### config.mk
export PLATFORM = sky130hd
export DESIGN_NAME = time_setter
export DESIGN_NICKNAME = d
export VERILOG_FILES = /design/src/rtl/time_setter.sv
export SDC_FILE = /design/constraint.sdc
export NUM_CORES = 1
export LEC_CHECK = 0
export ABC_CLOCK_PERIOD_IN_PS = 2850
export CAP_MARGIN = 20
export CORE_UTILIZATION = 44
export DETAILED_ROUTE_END_ITERATION = 8
export PLACE_DENSITY = 0.66
export SYNTH_ARGS = -nofsm -noshare
export SYNTH_HDL_FRONTEND = slang
export SYNTH_SLANG_ARGS = --single-unit
### constraint.sdc
create_clock -name clk -period 2.85 [get_ports clk]
set_input_delay 0.57 -clock clk [delete_from_list [all_inputs] [get_ports clk]]
set_output_delay 0.57 -clock clk [all_outputs]
set_load 0.005 [all_outputs]
### src/rtl/time_setter.sv
// Time-setting front end for a BCD mm:ss counter: debounces two push-buttons
// and walks a shadow copy of the time through per-digit edit states before loading it.
module time_setter #(
  parameter int unsigned DEBOUNCE_CYCLES = 20000
) (
  input  logic       clk,
  input  logic       reset,
  input  logic       btn_mode,
  input  logic       btn_inc,
  input  logic [3:0] cur_mX,
  input  logic [3:0] cur_mU,
  input  logic [3:0] cur_sX,
  input  logic [3:0] cur_sU,
  output logic [3:0] set_mX,
  output logic [3:0] set_mU,
  output logic [3:0] set_sX,
  output logic [3:0] set_sU,
  output logic       load,
  output logic       editing,
  output logic [3:0] edit_sel
);

  localparam int unsigned CW = 16;
  localparam logic [CW-1:0] CNT_LAST = CW'(DEBOUNCE_CYCLES - 1);

  typedef enum logic [2:0] {
    IDLE,
    EDIT_MX,
    EDIT_MU,
    EDIT_SX,
    EDIT_SU,
    COMMIT
  } state_t;

  // Bit 0 carries the mode button, bit 1 the increment button.
  logic [1:0]    raw;
  logic [1:0]    sync1;
  logic [1:0]    sync2;
  logic [1:0]    deb;
  logic [1:0]    deb_q;
  logic [1:0]    press;
  logic [CW-1:0] cnt [2];

  logic mode_press;
  logic inc_press;

  state_t     state;
  state_t     state_nx;
  logic [3:0] shadow    [4];
  logic [3:0] shadow_nx [4];

  assign raw = {btn_inc, btn_mode};

  always_ff @(posedge clk) begin
    if (!reset) begin
      sync1 <= '0;
      sync2 <= '0;
    end else begin
      sync1 <= raw;
      sync2 <= sync1;
    end
  end

  // Level flips only after DEBOUNCE_CYCLES consecutive disagreeing samples.
  always_ff @(posedge clk) begin
    if (!reset) begin
      deb   <= '0;
      deb_q <= '0;
      for (int unsigned i = 0; i < 2; i++) begin
        cnt[i] <= '0;
      end
    end else begin
      deb_q <= deb;
      for (int unsigned i = 0; i < 2; i++) begin
        if (sync2[i] == deb[i]) begin
          cnt[i] <= '0;
        end else if (cnt[i] == CNT_LAST) begin
          deb[i] <= sync2[i];
          cnt[i] <= '0;
        end else begin
          cnt[i] <= cnt[i] + 16'd1;
        end
      end
    end
  end

  assign press      = deb & ~deb_q;
  assign mode_press = press[0];
  assign inc_press  = press[1];

  function automatic logic [3:0] bump(input logic [3:0] d, input logic [3:0] lim);
    return (d >= lim) ? 4'd0 : d + 4'd1;
  endfunction

  always_ff @(posedge clk) begin
    if (!reset) begin
      state <= IDLE;
      for (int unsigned i = 0; i < 4; i++) begin
        shadow[i] <= '0;
      end
    end else begin
      state <= state_nx;
      for (int unsigned i = 0; i < 4; i++) begin
        shadow[i] <= shadow_nx[i];
      end
    end
  end

  // Mode is tested before inc in every edit state, so a coincident inc is dropped.
  always_comb begin
    state_nx = state;
    for (int unsigned i = 0; i < 4; i++) begin
      shadow_nx[i] = shadow[i];
    end
    unique case (state)
      IDLE: begin
        if (mode_press) begin
          state_nx     = EDIT_MX;
          shadow_nx[0] = cur_mX;
          shadow_nx[1] = cur_mU;
          shadow_nx[2] = cur_sX;
          shadow_nx[3] = cur_sU;
        end
      end
      EDIT_MX: begin
        if (mode_press)     state_nx = EDIT_MU;
        else if (inc_press) shadow_nx[0] = bump(shadow[0], 4'd5);
      end
      EDIT_MU: begin
        if (mode_press)     state_nx = EDIT_SX;
        else if (inc_press) shadow_nx[1] = bump(shadow[1], 4'd9);
      end
      EDIT_SX: begin
        if (mode_press)     state_nx = EDIT_SU;
        else if (inc_press) shadow_nx[2] = bump(shadow[2], 4'd5);
      end
      EDIT_SU: begin
        if (mode_press)     state_nx = COMMIT;
        else if (inc_press) shadow_nx[3] = bump(shadow[3], 4'd9);
      end
      COMMIT:  state_nx = IDLE;
      default: state_nx = IDLE;
    endcase
  end

  always_comb begin
    edit_sel = '0;
    unique case (state)
      EDIT_MX: edit_sel = 4'b1000;
      EDIT_MU: edit_sel = 4'b0100;
      EDIT_SX: edit_sel = 4'b0010;
      EDIT_SU: edit_sel = 4'b0001;
      default: edit_sel = '0;
    endcase
  end

  assign load    = (state == COMMIT);
  assign editing = (state == EDIT_MX) || (state == EDIT_MU) ||
                   (state == EDIT_SX) || (state == EDIT_SU);

  assign set_mX = shadow[0];
  assign set_mU = shadow[1];
  assign set_sX = shadow[2];
  assign set_sU = shadow[3];

endmodule

==> impl_metrics.tcl <==
set metrics [dict create \
    clock_latency_ns 0.34 \
    final.setup.worst_slack_ns 0.366 \
    power.internal_mw 1.36 \
    dpl.cell_count 500 \
    fin_setup_tns_ns 0 \
    clockBufferDepth 2 \
    max_slew_margin_pct 60.6 \
    initial_core_util_pct 45.5 \
    final_cells 516 \
    cp-start-kind "flop" \
    final-setup-viol-count 0 \
    clock_skew_ns 0.0134 \
    path_depth 3 \
    synth_top_area_share_pct 29.1 \
    cts_setup_buffers 0 \
    via_per_inst 5.08 \
    rr_startpoint "cnt[1][12]" \
    numCtsBuffers 9 \
    crit_end "edit_sel[0]" \
    synth_top_cell_by_area "edfxtp_1" \
    multiInputGateArea_sq_mm 0.00176 \
    track_usage_pct 18.2 \
    async_flop_share_pct 0 \
    postRouteWirelength_um 6520 \
    grt_pass1_vias 2483 \
    maxCapViolations 0 \
    first_pass_iters 4 \
    fp.dieW_um 88.6 \
    netlist_top_cells_count "41 x nor2_1, 32 x edfxtp_1, 27 x dfxtp_1" \
    synth.avg_cell_area_sq_um 9.66 \
    endpoint_kind "primary output" \
    cp_num_buf_inv 2 \
    power_switching_mw 0.419 \
    synthTopCellsByArea "edfxtp_1 29%, dfxtp_1 16%, ha_1 5.3%" \
    synth_flop_cell "edfxtp_1" \
    grt_max_degree 22 \
    critical-path-top-delay-family "buffers and inverters" \
    p_clk_share_pct 41.9 \
    synth_most_common_cell "nor2_1" \
    cts_sinks 59 \
    num_rows 31 \
    ys_types 45 \
    cts_tree "built" \
    sequentialPowerShare_pct 53.1 \
    max_freq_mhz 403 \
    hold_viol 0 \
    regToRegSetupSlack_ns 0.76 \
    cp_cell_sequence "or3b_1, inv_1, clkdlybuf4s50_1" \
    post_cts_resized 0 \
    port_buffers 41 \
    fin_util_pct 56.4 \
    diodes 0 \
    p_leak_nw 1.51 \
    rsz0062_at_grt "false" \
    reg2reg_depth 4 \
    die-area_sq_mm 0.00786 \
    die_h_um 88.6 \
    post-route-period-util_pct 87.2 \
    regArea_sq_mm 0.00150 \
    path_class "flop to primary output" \
    ios 42 \
    grt_pass1_wl_um 11000 \
    drive_gt1_share_pct 7.67 \
    synthCells 342 \
    netlist_area_sq_mm 0.00330 \
    holdCritPathClass "flop to flop" \
    tightest_slew_ns 0.590 \
    nets 446 \
    ys_warn_count 0 \
    synth_edf_count 32 \
    comb_power_share_pct 5.0 \
    status "complete, no violations" \
    clk_pin_slew_worst_paths_ns 0.06 \
    hold_buffers 0 \
    cp.arrival_ns 1.91 \
    timing.rr.end "cnt[1][3]" \
    coreArea_sq_mm 0.00725 \
    via_count 2619 \
    overflow 0 \
    synth_seq_cells 59 \
    place_ws_ns 0.716 \
    yosysSeqAreaShare_pct 45.5 \
    hold_path_startpoint "sync1[1]" \
    ant_nets 0 \
    swShare_pct 23.6 \
    drc 0 \
    cts-root-buf "clkbuf_8" \
    ir_drop_mv 0.219 \
    cellPowerDensity_mw_per_mm2 434 \
    hpwl_um 4660 \
    antenna_found_initial 0 \
    crit_slowest_cell "or3b_1" \
    required_ns 2.28 \
    routedWlPerCell_um 12.6 \
    drv_slew 0 \
    crit_start "state[2]" \
    slowest_delay_ns 0.52 \
    drtIter0Drc 104 \
    fin_crit_ns 2.48 \
    htree_levels 3 \
    place.gp.congestion 0.777 \
    cp_max_fo 8 \
    area_growth_pct 23.9 \
    fill_cells 684 \
]
-- registers in the layout (all words and copies together) (netlist names) --
| name | cells |
|---|---|
| cnt | 32 |
| deb | 2 |
| deb_q | 2 |
| shadow | 16 |
| state | 3 |
| sync1 | 2 |
| sync2 | 2 |
-- per-stage QoR --
step | hold slack [ns] | instance area [sq um] | total power [mW]
6_report | 0.433 | 4090 | 1.78
3_5_place_dp | 0.419 | 3900 | 1.05
2_1_floorplan | 0.412 | 3420 | 1.01
5_1_grt | 0.457 | 4090 | 1.84
3_3_place_gp | 0.419 | 3900 | 1.05
4_1_cts | 0.437 | 4090 | 1.80
-- placed cells by master (no fill, tap or decap), drive strengths merged, types with 2 or more instances in the layout --
cell / instances
nand4: 14
and3: 3
a21oi: 15
inv: 23
a311oi: 2
or2: 5
dfxtp: 27
or3b: 5
nor4: 9
nand2b: 4
xnor2: 20
and4: 2
conb: 32
nor3: 16
clkdlybuf4s50: 41
nor2: 41
o32ai: 4
mux2i: 2
clkinvlp: 2
a2bb2oi: 4
a22oi: 10
and2: 6
nand2: 20
xor2: 13
ha: 14
nand3: 13
a211oi: 4
or4: 2
buf: 3
edfxtp: 32
o31ai: 10
clkbuf: 11
-- kinds of logic (layout without fill, tap and decap cells) --
logic type	after synthesis	in the layout	synth area share [%]
compound gates	51	51	11.1
xor+xnor	33	33	8.75
fa+ha+maj	14	14	5.30
buf+inv	37	81	4.81
flops	59	59	45.5
mux	2	2	0.606
other cells	1	32	0.114
simple gates	145	145	23.9
-- routing by layer --
layer | GRT usage [%] | up-vias | wire length, um
li1 | - | 1345 | -
met1 | 23.6 | 1204 | 3210
met2 | 29.2 | 59 | 2960
met3 | 3.45 | 11 | 238
met4 | 9.24 | 0 | 119
met5 | 0 | - | 0
-- worst min path at each step --
stage	to	slack, ns	cells past startpoint
final	sync2[1]	0.43	1
after global routing	sync2[1]	0.46	1
after CTS	sync2[1]	0.44	1
after detailed placement	sync2[1]	0.42	1
after global placement	sync2[1]	0.42	1
after floorplan	sync2[0]	0.41	1
-- power by group through the flow --
stage          clock (mW)  sequential, mW  combinational [mW]
6_report            0.745           0.943              0.0884
5_1_grt             0.796           0.946               0.100
4_1_cts             0.766           0.942              0.0881
3_5_place_dp            0           0.961              0.0873
3_3_place_gp            0           0.960              0.0874
2_1_floorplan           0           0.953              0.0555
-- area by class of cell --
cell class | count | share of cell area (%)
Multi-Input combinational cell | 277 | 43.0
Clock buffer | 11 | 3.98
Sequential cell | 59 | 36.7
Tap cell | 99 | 3.03
Inverter | 21 | 1.93
Timing Repair Buffer | 44 | 10.6
Clock inverter | 5 | 0.795
Power figures use the tool's default switching activity.
